$ cat src/rtl/cpu_ctrl_pkg.sv
// cpu_ctrl_pkg: shared types and constants for the control sequencer.
//   state_t     - FSM states (S_MRD is the fetch memory-read sub-state of T1)
//   op_class_t  - instruction families that share an execute sequence
//   OP_*        - 5-bit opcodes taken from ir[31:27]
//   ALU_*       - one-hot alu_op patterns; bit index = position in
//                 {NOT,NEG,ROL,ROR,SHL,SHRA,SHR,OR,AND,DIV,MUL,SUB,ADD}
package cpu_ctrl_pkg;

  typedef enum logic [3:0] {
    S_IDLE, S_T0, S_T1, S_MRD, S_T2, S_T3, S_T4, S_T5, S_T6, S_T7, S_HALT
  } state_t;

  typedef enum logic [2:0] {
    C_NONE, C_RTYPE, C_ITYPE, C_UNARY, C_MULDIV, C_LD, C_ST
  } op_class_t;

  localparam logic [4:0] OP_LD   = 5'h00, OP_ST   = 5'h02, OP_ADD  = 5'h03,
                         OP_SUB  = 5'h04, OP_AND  = 5'h05, OP_OR   = 5'h06,
                         OP_SHR  = 5'h07, OP_SHRA = 5'h08, OP_SHL  = 5'h09,
                         OP_ROR  = 5'h0A, OP_ROL  = 5'h0B, OP_ADDI = 5'h0C,
                         OP_ANDI = 5'h0D, OP_ORI  = 5'h0E, OP_DIV  = 5'h0F,
                         OP_MUL  = 5'h10, OP_NEG  = 5'h11, OP_NOT  = 5'h12,
                         OP_NOP  = 5'h1A, OP_HALT = 5'h1B;

  localparam logic [12:0] ALU_ADD  = 13'h0001, ALU_SUB = 13'h0002, ALU_MUL = 13'h0004,
                          ALU_DIV  = 13'h0008, ALU_AND = 13'h0010, ALU_OR  = 13'h0020,
                          ALU_SHR  = 13'h0040, ALU_SHRA = 13'h0080, ALU_SHL = 13'h0100,
                          ALU_ROR  = 13'h0200, ALU_ROL = 13'h0400, ALU_NEG = 13'h0800,
                          ALU_NOT  = 13'h1000;

  // NOP, HALT and every undefined opcode fall into C_NONE.
  function automatic op_class_t op_class(input logic [4:0] op);
    case (op)
      OP_LD:                                   op_class = C_LD;
      OP_ST:                                   op_class = C_ST;
      OP_ADD, OP_SUB, OP_AND, OP_OR, OP_SHR,
      OP_SHRA, OP_SHL, OP_ROR, OP_ROL:         op_class = C_RTYPE;
      OP_ADDI, OP_ANDI, OP_ORI:                op_class = C_ITYPE;
      OP_DIV, OP_MUL:                          op_class = C_MULDIV;
      OP_NEG, OP_NOT:                          op_class = C_UNARY;
      default:                                 op_class = C_NONE;
    endcase
  endfunction

  function automatic logic is_illegal(input logic [4:0] op);
    is_illegal = (op_class(op) == C_NONE) && (op != OP_NOP) && (op != OP_HALT);
  endfunction

  function automatic logic [12:0] alu_sel(input logic [4:0] op);
    case (op)
      OP_SUB:               alu_sel = ALU_SUB;
      OP_MUL:               alu_sel = ALU_MUL;
      OP_DIV:               alu_sel = ALU_DIV;
      OP_AND, OP_ANDI:      alu_sel = ALU_AND;
      OP_OR, OP_ORI:        alu_sel = ALU_OR;
      OP_SHR:               alu_sel = ALU_SHR;
      OP_SHRA:              alu_sel = ALU_SHRA;
      OP_SHL:               alu_sel = ALU_SHL;
      OP_ROR:               alu_sel = ALU_ROR;
      OP_ROL:               alu_sel = ALU_ROL;
      OP_NEG:               alu_sel = ALU_NEG;
      OP_NOT:               alu_sel = ALU_NOT;
      default:              alu_sel = ALU_ADD;
    endcase
  endfunction

endpackage

$ cat src/rtl/reg_select_decoder.sv
// reg_select_decoder: 4-bit register field -> 16-bit one-hot strobe.
//   sel    in  4   register number
//   en     in  1   strobe enable; output is all-zero when low
//   onehot out 16  R0..R15 strobe
module reg_select_decoder (
  input  logic [3:0]  sel,
  input  logic        en,
  output logic [15:0] onehot
);
  assign onehot = en ? (16'd1 << sel) : 16'd0;
endmodule

$ cat src/rtl/control_sequencer.sv
// control_sequencer: multi-cycle control unit for the 32-bit bus datapath.
// Fetch T0..T2 (with a memory-read sub-state after T1), execute T3..T7 per
// latched opcode. All strobes are decoded from state + latched op; mdr_in in
// a read state follows mem_ready so the MDR loads only on the completing cycle.
// Ports: clock, clear (async active-low), start, ir[31:0], mem_ready;
//   reg_in/reg_out[15:0] one-hot, datapath strobes, alu_op[12:0] one-hot,
//   mem_read/mem_write, running, halted, illegal_op, mem_fault.
// Build option: SINGLE_STEP_EN adds input step; each instruction then ends
//   in IDLE and waits for step (or start) instead of running back-to-back.
module control_sequencer
  import cpu_ctrl_pkg::*;
#(
  parameter int MEM_WAIT_MAX = 15
) (
  input  logic        clock,
  input  logic        clear,
  input  logic        start,
`ifdef SINGLE_STEP_EN
  input  logic        step,
`endif
  input  logic [31:0] ir,
  input  logic        mem_ready,
  output logic [15:0] reg_in,
  output logic [15:0] reg_out,
  output logic        pc_in, pc_out, inc_pc, mar_in, mdr_in, mdr_out,
  output logic        md_mux_read, ir_in, y_in, cse_out,
  output logic        zhigh_in, zlow_in, zhigh_out, zlow_out, hi_in, lo_in,
  output logic [12:0] alu_op,
  output logic        mem_read, mem_write,
  output logic        running, halted, illegal_op, mem_fault
);

  localparam logic [7:0] WAIT_LAST = 8'(MEM_WAIT_MAX - 1);

  state_t    state_q, state_d, s_done;
  op_class_t cls;
  logic [4:0] op_q;
  logic [3:0] ra_q, rb_q, rc_q, in_sel, out_sel;
  logic [7:0] wait_cnt;
  logic       go, mem_state, timeout, in_en, out_en, illegal_q, fault_q;
  logic       unused_ir;

  assign unused_ir = ^ir[14:0];   // immediate field belongs to the datapath
  assign cls       = op_class(op_q);

`ifdef SINGLE_STEP_EN
  assign go     = start | step;
  assign s_done = S_IDLE;
`else
  assign go     = start;
  assign s_done = S_T0;
`endif

  assign mem_state = (state_q == S_MRD) ||
                     (state_q == S_T6 && cls == C_LD) ||
                     (state_q == S_T7 && cls == C_ST);
  // mem_ready on the last allowed cycle still completes, so it masks timeout.
  assign timeout   = mem_state && !mem_ready && (wait_cnt == WAIT_LAST);

  always_ff @(posedge clock or negedge clear) begin
    if (!clear) state_q <= S_IDLE;
    else        state_q <= state_d;
  end

  always_ff @(posedge clock or negedge clear) begin
    if (!clear) begin
      op_q      <= '0;
      ra_q      <= '0;
      rb_q      <= '0;
      rc_q      <= '0;
      wait_cnt  <= '0;
      illegal_q <= 1'b0;
      fault_q   <= 1'b0;
    end else begin
      if (state_q == S_T2) {op_q, ra_q, rb_q, rc_q} <= ir[31:15];
      wait_cnt  <= mem_state ? wait_cnt + 8'd1 : 8'd0;
      illegal_q <= (state_q == S_T2) && is_illegal(ir[31:27]);
      if (timeout) fault_q <= 1'b1;
    end
  end

  always_comb begin
    state_d = state_q;
    case (state_q)
      S_IDLE: if (go) state_d = S_T0;
      S_T0:   state_d = S_T1;
      S_T1:   state_d = S_MRD;
      S_MRD:  if (mem_ready) state_d = S_T2;
              else if (timeout) state_d = S_HALT;
      S_T2:   if (ir[31:27] == OP_HALT) state_d = S_HALT;
              else if (op_class(ir[31:27]) == C_NONE) state_d = s_done;
              else state_d = S_T3;
      S_T3:   state_d = S_T4;
      S_T4:   state_d = (cls == C_UNARY) ? s_done : S_T5;
      S_T5:   state_d = (cls == C_RTYPE || cls == C_ITYPE) ? s_done : S_T6;
      S_T6:   case (cls)
                C_LD:    if (mem_ready) state_d = S_T7;
                         else if (timeout) state_d = S_HALT;
                C_ST:    state_d = S_T7;
                default: state_d = s_done;
              endcase
      S_T7:   if (cls != C_ST || mem_ready) state_d = s_done;
              else if (timeout) state_d = S_HALT;
      S_HALT: state_d = S_HALT;
      default: state_d = S_IDLE;
    endcase
  end

  always_comb begin
    pc_in = 1'b0; pc_out = 1'b0; inc_pc = 1'b0; mar_in = 1'b0;
    mdr_in = 1'b0; mdr_out = 1'b0; md_mux_read = 1'b0; ir_in = 1'b0;
    y_in = 1'b0; cse_out = 1'b0; zhigh_in = 1'b0; zlow_in = 1'b0;
    zhigh_out = 1'b0; zlow_out = 1'b0; hi_in = 1'b0; lo_in = 1'b0;
    mem_read = 1'b0; mem_write = 1'b0; halted = 1'b0;
    alu_op = '0;
    in_en = 1'b0; in_sel = ra_q; out_en = 1'b0; out_sel = rb_q;
    case (state_q)
      S_T0:  begin pc_out = 1'b1; mar_in = 1'b1; inc_pc = 1'b1; zlow_in = 1'b1; end
      S_T1:  begin zlow_out = 1'b1; pc_in = 1'b1; end
      S_MRD: begin mem_read = 1'b1; md_mux_read = 1'b1; mdr_in = mem_ready; end
      S_T2:  begin mdr_out = 1'b1; ir_in = 1'b1; end
      S_T3:  case (cls)
               C_UNARY:  begin out_en = 1'b1; alu_op = alu_sel(op_q); zlow_in = 1'b1; end
               C_MULDIV: begin out_en = 1'b1; out_sel = ra_q; y_in = 1'b1; end
               C_NONE:   ;
               default:  begin out_en = 1'b1; y_in = 1'b1; end
             endcase
      S_T4:  case (cls)
               C_RTYPE:  begin out_en = 1'b1; out_sel = rc_q; alu_op = alu_sel(op_q); zlow_in = 1'b1; end
               C_ITYPE:  begin cse_out = 1'b1; alu_op = alu_sel(op_q); zlow_in = 1'b1; end
               C_LD, C_ST: begin cse_out = 1'b1; alu_op = ALU_ADD; zlow_in = 1'b1; end
               C_UNARY:  begin zlow_out = 1'b1; in_en = 1'b1; end
               C_MULDIV: begin out_en = 1'b1; alu_op = alu_sel(op_q); zhigh_in = 1'b1; zlow_in = 1'b1; end
               default:  ;
             endcase
      S_T5:  case (cls)
               C_RTYPE, C_ITYPE: begin zlow_out = 1'b1; in_en = 1'b1; end
               C_MULDIV:         begin zlow_out = 1'b1; lo_in = 1'b1; end
               C_LD, C_ST:       begin zlow_out = 1'b1; mar_in = 1'b1; end
               default:          ;
             endcase
      S_T6:  case (cls)
               C_MULDIV: begin zhigh_out = 1'b1; hi_in = 1'b1; end
               C_LD:     begin mem_read = 1'b1; md_mux_read = 1'b1; mdr_in = mem_ready; end
               C_ST:     begin out_en = 1'b1; out_sel = ra_q; mdr_in = 1'b1; end
               default:  ;
             endcase
      S_T7:  case (cls)
               C_LD:    begin mdr_out = 1'b1; in_en = 1'b1; end
               C_ST:    mem_write = 1'b1;
               default: ;
             endcase
      S_HALT: halted = 1'b1;
      default: ;
    endcase
  end

  assign running    = (state_q != S_IDLE) && (state_q != S_HALT);
  assign illegal_op = illegal_q;
  assign mem_fault  = fault_q;

  reg_select_decoder u_in_dec  (.sel(in_sel),  .en(in_en),  .onehot(reg_in));
  reg_select_decoder u_out_dec (.sel(out_sel), .en(out_en), .onehot(reg_out));

endmodule

$ cat config.mk
export PLATFORM = sky130hd
export DESIGN_NAME = control_sequencer
export DESIGN_NICKNAME = d
export VERILOG_FILES = /design/src/rtl/cpu_ctrl_pkg.sv /design/src/rtl/reg_select_decoder.sv /design/src/rtl/control_sequencer.sv
export SDC_FILE = /design/constraint.sdc
export NUM_CORES = 1
export LEC_CHECK = 0
export BUFFER_PORTS_ARGS = -buffer_cell sky130_fd_sc_hd__buf_4
export CORE_ASPECT_RATIO = 1.75
export CORE_MARGIN = 2
export CORE_UTILIZATION = 30
export DETAILED_ROUTE_END_ITERATION = 16
export HOLD_SLACK_MARGIN = 0.1
export PLACE_DENSITY_LB_ADDON = 0.3
export SLEW_MARGIN = 20
export SYNTH_ARGS = -nofsm -noshare
export SYNTH_HDL_FRONTEND = slang
export SYNTH_HIERARCHICAL = 1
export SYNTH_SLANG_ARGS = --single-unit
export TNS_END_PERCENT = 30
$ cat constraint.sdc
create_clock -name clock -period 2.7 [get_ports clock]
set_clock_uncertainty 0.1 [all_clocks]
set_input_delay 0 -clock clock [delete_from_list [all_inputs] [get_ports clock]]
set_output_delay 0 -clock clock [all_outputs]
set_load 0.02 [all_outputs]
# ---- Word level (Yosys, flattened, before mapping)
# Memory sizes are Yosys's and may differ from the RTL's.
# Cells that the tools add are included.
dict set report word_totals {
  mem_bits_ro 1952
  memories 7
  wordCells 118
  output_inout_bits 67
  regBits 31
  inputBits 36
}
dict set report classes {
  reduce_logical 24
  eq_ne 23
  mux 53
  shifts 2
  n_addsub 1
}
# name depth width read_ports rd_ports_with_merged_regs write_ports line
set mem_list {}
lappend mem_list {{(no name shown)} 32 13 1 0 0 cpu_ctrl_pkg.sv:50} ;# case (op)
lappend mem_list {{(no name shown)} 32 13 1 0 0 cpu_ctrl_pkg.sv:50}
lappend mem_list {{(no name shown)} 32 13 1 0 0 cpu_ctrl_pkg.sv:50}
lappend mem_list {{(no name shown)} 32 13 1 0 0 cpu_ctrl_pkg.sv:50}
lappend mem_list {{(no name shown)} 32 3 1 0 0 cpu_ctrl_pkg.sv:33} ;# case (op)
lappend mem_list {{(no name shown)} 32 3 1 0 0 cpu_ctrl_pkg.sv:33}
lappend mem_list {{+1 memories} n/a n/a n/a n/a n/a n/a}
# operator n
set ops {}
lappend ops {{13-bit one-hot mux with 4 select lines} 1}
lappend ops {{4-bit one-hot mux with 11 select lines} 1}
lappend ops {{4-bit 2-to-1 mux} 10}
lappend ops {{16-bit 2-to-1 mux} 2}
lappend ops {{1-bit by 4-bit left shift with 16-bit output, first input constant} 2}
lappend ops {{13-bit one-hot mux with 2 select lines} 1}
lappend ops {{1-bit 2-to-1 mux} 21}
lappend ops {{4-bit by 3-bit == test with 1-bit output, second input constant} 4}
lappend ops {{13-bit 2-to-1 mux} 1}
lappend ops {{4-bit == test, second input constant} 3}
lappend ops {{3-bit 2-to-1 mux} 4}
lappend ops {{1-bit one-hot mux with 3 select lines} 4}
lappend ops {{4-bit one-hot mux with 3 select lines} 1}
lappend ops {{5-bit inequality test, second input constant} 2}
lappend ops {{1-bit one-hot mux with 2 select lines} 5}
lappend ops {{3-bit == test, second input constant} 3}
lappend ops {{3-bit logical NOT} 3}
lappend ops {{8-bit by 1-bit adder with 8-bit output, second input constant} 1}
lappend ops {{4-bit by 2-bit == test with 1-bit output, second input constant} 2}
lappend ops {{8-bit by 4-bit == test with 1-bit output, second input constant} 1}
lappend ops {{1-bit logical AND} 8}
lappend ops {{8-bit 2-to-1 mux} 1}
lappend ops {{4-bit one-hot mux with 2 select lines} 1}
lappend ops {{2-bit OR reduction} 4}
lappend ops {{other kinds (13)} 17}

# ---- Depth between registers and ports, before layout
# An unclocked memory read counts as a cell.
dict set report depth {
  depth_word 11
  ltp_mapped 11
  ltp_nobuf 9
}

# ---- Cells and area by module
# The synthesis kept the hierarchy.
# module cells_each n_inst area_each_um2 seq_area_each_um2
set modules_own_cells {}
lappend modules_own_cells {control_sequencer 321 1 2687.6 775.7}
lappend modules_own_cells {reg_select_decoder 23 2 120.1 0.0}

# ---- Least setup slack after synthesis
# Ideal clock, no wire load.
dict set report synth_timing {
  path_type {flip-flop to output port}
  startpoint {register op_q[0]}
  endpoint {output port reg_out[6]}
  n_path_buf 1
  arrival_ns 2.820
  required_time_ns 2.600
  setup_slack_ns -0.220
  path_stages_with_launch 11
  path_cell_list {dfrtp_1 -> inv_1 -> ha_1 -> buf_4 -> and4bb_1 -> o2111a_2 -> a21boi_0 -> or3_4 -> o211ai_1 -> nand3_1 -> nor3_1}
}
dict set report synth_between {
  elab_chain_len 6
  word_cells_on_any_way 16
  cone_classes {3 x eq/ne; 1 x shift; 9 x mux; 2 x reduce/logical; 1 x memory}
}
# element line
set synth_lines {}
lappend synth_lines {{start, declared} control_sequencer.sv:37} ;# logic [4:0] op_q;
lappend synth_lines {{start signal, assigned} control_sequencer.sv:75} ;# if (state_q == S_T2) {op_q, ra_q, rb_q, rc_q} <= ir[31:15];
lappend synth_lines {{memory 32 x 3 bit *} n/a}
lappend synth_lines {{3-bit == test (tied with other cells)} control_sequencer.sv:142} ;# S_T6: case (cls)
lappend synth_lines {{4-bit 2-to-1 mux (on tied branches)} {control_sequencer.sv:142, control_sequencer.sv:122, control_sequencer.sv:128}}
lappend synth_lines {{4-bit one-hot mux with 3 select lines *} control_sequencer.sv:117} ;# case (state_q)
lappend synth_lines {{via out_sel[2]} control_sequencer.sv:38} ;# logic [3:0] ra_q, rb_q, rc_q, in_sel, out_sel;
lappend synth_lines {{1-bit by 4-bit left shift with 16-bit output *} reg_select_decoder.sv:10} ;# assign onehot = en ? (16'd1 << sel) : 16'd0;
lappend synth_lines {{16-bit 2-to-1 mux *} reg_select_decoder.sv:10}
lappend synth_lines {{end, declared} control_sequencer.sv:24} ;# output logic [15:0] reg_out,
# The timed path passes the listed nets; every way through them passes the cells marked *.

# ---- Worst setup path after layout
dict set report layout_timing {
  startpoint {register op_q[0]}
  endpoint {output port reg_out[0]}
}
dict set report layout_between {
  elab_chain_len 6
  word_cells_on_any_way 16
  cone_classes {3 x eq/ne; 1 x shift; 9 x mux; 2 x reduce/logical; 1 x memory}
}
# element line
set layout_lines {}
lappend layout_lines {{memory 32 x 3 bit *} n/a}
lappend layout_lines {{3-bit by 1-bit == test with 1-bit output / 3-bit == test (equally long branches)} control_sequencer.sv:128} ;# S_T4: case (cls)
lappend layout_lines {{2-bit OR reduction (no line)} n/a}
lappend layout_lines {{1-bit 2-to-1 mux} control_sequencer.sv:128}
lappend layout_lines {{1-bit one-hot mux with 3 select lines *} control_sequencer.sv:117}
lappend layout_lines {{via out_en} control_sequencer.sv:40} ;# logic go, mem_state, timeout, in_en, out_en, illegal_q, fault_q;
lappend layout_lines {{16-bit 2-to-1 mux *} reg_select_decoder.sv:10}
# Marks and branches as above.

==> metrics.md <==
| Metric | Value |
|---|---|
| Worst Tran Pin Value | `0.576 ns` |
| Power Dens Cells | `1040 mW/mm²` |
| Die width | `78.7 µm` |
| Max H-tree Level | `2` |
| Filler Cell Count | `869` |
| Area growth from synthesis to layout | `63.7%` |
| Worst-path fanout max | `4` |
| Fin. max-slew vios | `0` |
| Clock power share | `0.122` |
| Post-Route WL | `10900 µm` |
| Worst skew pair latency | `0.28 ns` |
| Most common cell after layout, fill and taps aside | `buf_4` |
| Period minus WS final | `3.00 ns` |
| Final Hold Vio Count | `0` |
| Synthesized area | `0.00293 mm²` |
| Tot GR Track Use | `0.210` |
| Leak Pwr | `0.00208 µW` |
| Nets | `567` |
| Detailed-route via count | `3487` |
| Combinational fraction of design power | `0.687` |
| Core area | `0.00947 mm²` |
| Switching share of power | `0.475` |
| Final worst setup slack | `-0.301 ns` |
| Syn Inst Count | `367` |
| Yosys reg bits | `31` |
| Worst hold-check path type | `primary input to async pin` |
| Async set-or-reset flop fraction in the synthesized netlist | `1.00` |
| N_diodes | `0` |
| DRC | `0` |
| Post-DP HPWL | `8330 µm` |
| Worst-path clk slew | `0.06 ns` |
| Layout cells sized above 1 | `0.453` |
| Worst EP required | `2.60 ns` |
| Number of port buffers | `87` |
| Root Driver | `clkbuf_16` |
| Top_reg_cell synth | `dfrtp_1` |
| Vias in the first global route | `3524` |
| Die ar. | `0.0106 mm²` |
| Grt total ovfl | `0` |
| Sequential share of the synthesized area | `0.265` |
| I/O pin total | `103` |
| Post-detailed-route wirelength per cell | `16.9 µm` |
| ANT nets after route | `0` |
| Total CTS buffers | `5` |
| Max Cap Viol | `0` |
| Starting Density | `0.309` |
| RSZ-0062 raised after global routing | `true` |
| First drt pass iteration count | `6` |
| Fin crit share | `1.11` |
| Number of synthesis warnings | `6` |
| Worst path cell trace | `inv_2 > buf_6 > ha_4 > and4bb_1 > o2111a_2 > a21boi_4 > nor2_1 > a22oi_1 > buf_4 > or3b_4 > nor3_2 > buf_4` |
| Largest net degree at the start of global routing | `32` |
| CTS tree | `yes` |
| Reg area | `781 µm²` |
| Sequential power share | `0.191` |
| Top delay family on crit path | `simple AND/OR/NAND/NOR gates` |
| Synth cell types | `72` |
| CP Class | `flip-flop to output port` |
| Worst path max stage delay | `0.44 ns` |
| Clk buf depth | `2` |
| Slowest-stage cell, CP | `or3b_4` |
| Violated checks | `setup timing` |
| Site Rows | `47` |
| Global-route wire length before repair | `17400 µm` |
| CP arrival | `2.90 ns` |
| CP endpoint kind | `output port` |
| Multi-input gate area | `0.00225 mm²` |
| Final setup viols | `20` |
| Antenna violations before repair | `0` |
| Avg Cell Area, Syn | `7.98 µm²` |
| Status | `finished, violations left` |
| Critical path buffers and inverters | `4` |
| Die height | `135 µm` |
| Routability cong. | `0.958` |
| Commonest cells after routing, fill and taps aside | `buf_4, nor2_1, nand2_1` |
| Net Switching | `2360 µW` |
| P_int | `2610 µW` |
| Total power | `4980 µW` |
| Worst VDD drop | `0.000556 V` |
| Max-slew headroom | `0.612` |
| TritonCTS Sinks | `31` |
| Final core utilization | `0.506` |
| Via density | `5.42` |
| Cell repeated most along the worst path | `buf_4` |
| Fmax | `0.333 GHz` |
| Syn Nets | `414` |
| Post-synth EDFFs | `0` |
| First-iteration detailed-routing DRC count | `162` |
| Worst Setup Start Kind | `flip-flop` |
-- area by class of cell --
cell class / instances / share of cell area
clock inverter: 1 / 0.00157
tap: 122 / 0.0318
sequential: 31 / 0.163
multi-input combinational: 297 / 0.469
timing repair buffer: 173 / 0.294
clock buffer: 7 / 0.0318
inverter: 12 / 0.00940
-- power by group through the flow --
stage / combinational [µW] / sequential [µW] / clock, µW
finish: 3420 / 950 / 608
global route: 3660 / 988 / 645
CTS: 3250 / 933 / 614
detailed placement: 2870 / 911 / 0
global placement: 2860 / 907 / 0
floorplan: 1850 / 755 / 0
-- sequential cells by signal (all words and copies together) (netlist names) --
register,cells
wait_cnt,8
op_q,5
in_sel,4
rb_q,4
rc_q,4
state_q,4
illegal_op,1
mem_fault,1
-- final timing paths --
path                       slack [ns]  cells past startpoint          end       from
setup reg to reg                 0.43                     10  wait_cnt[4]    op_q[0]
min in group clock               0.23                      5   state_q[0]      start
hold / removal                   0.11                      2      op_q[2]      clear
hold reg to reg                  0.38                      1    mem_fault  mem_fault
max in group asynchronous        2.07                      2      op_q[3]      clear
setup / recovery                -0.30                     12   reg_out[0]    op_q[0]
-- per-layer routing --
metal | track usage | share of wire | vias to the layer above
li1 | - | - | 1648
met1 | 0.232 | 0.36 | 1648
met2 | 0.383 | 0.53 | 144
met3 | 0.0274 | 0.050 | 47
met4 | 0.109 | 0.054 | 0
met5 | 0 | 0 | -
-- worst register-to-register path: stages, from the launching register on --
cell     delay [ns]
dfrtp_1        0.39
inv_2          0.07
buf_4          0.11
ha_4           0.17
nor2b_4        0.19
buf_6          0.13
o21ai_4        0.08
buf_4          0.17
a221o_1        0.36
and2_1         0.28
nor2_1         0.15
-- synthesized netlist by cell type (3+ instances only) --
library cell / count / area, µm²
a211oi_1: 6 / 45.0
a21oi_1: 10 / 50.1
a221oi_1: 3 / 26.3
and2_1: 4 / 25.0
buf_2: 7 / 35.0
buf_4: 7 / 52.6
buf_6: 3 / 33.8
clkbuf_1: 8 / 30.0
dfrtp_1: 31 / 776
ha_1: 11 / 138
inv_1: 11 / 41.3
mux2_2: 11 / 124
nand2_1: 31 / 116
nand2b_1: 12 / 75.1
nand3_1: 14 / 70.1
nand3b_1: 8 / 60.1
nand4_1: 3 / 18.8
nor2_1: 51 / 191
nor2b_1: 5 / 31.3
nor3_1: 19 / 95.1
nor3b_1: 3 / 22.5
nor4_1: 5 / 31.3
o2111ai_1: 5 / 43.8
o211a_1: 3 / 30.0
o211ai_1: 7 / 52.6
o21ai_0: 16 / 80.1
o22ai_1: 3 / 18.8
o31ai_1: 3 / 22.5
or2_2: 3 / 18.8
or3_1: 3 / 18.8
xor2_1: 5 / 43.8
-- through the flow --
| step | instance area (µm²) | TNS (ns) | setup slack, ns | hold slack [ns] | instances |
|---|---|---|---|---|---|
| after global routing | 4790 | -7.28 | -0.433 | 0.166 | 643 |
| after detailed placement | 4050 | -0.879 | -0.115 | -0.138 | 606 |
| after floorplan | 2970 | -0.417 | -0.0569 | -0.396 | 367 |
| after CTS | 4710 | -4.48 | -0.290 | 0.131 | 642 |
| final | 4790 | -4.71 | -0.301 | 0.109 | 643 |
| after global placement | 4050 | -0.570 | -0.107 | -0.135 | 606 |
-- cells by family (layout without fill, tap and decap cells) --
| family | count (synthesis) | in the layout | share of synthesized area |
|---|---|---|---|
| AOI/OAI and AO/OA | 82 | 82 | 0.206 |
| xor gates and xnor gates | 7 | 7 | 0.0209 |
| adders and majority gates | 11 | 11 | 0.0470 |
| buffers and inverters | 39 | 193 | 0.0697 |
| DFF | 31 | 31 | 0.265 |
| muxes | 12 | 12 | 0.0457 |
| and+or+nand+nor | 185 | 185 | 0.346 |
-- repair_timing --
item,CTS,global route
pin swaps,16,13
hold buffers,19,0
setup endpoints to repair,43,45
endpoints found under the hold margin,51,0
resized for setup,47,18
setup buffers,9,1
(Power assumes the default switching activity.)
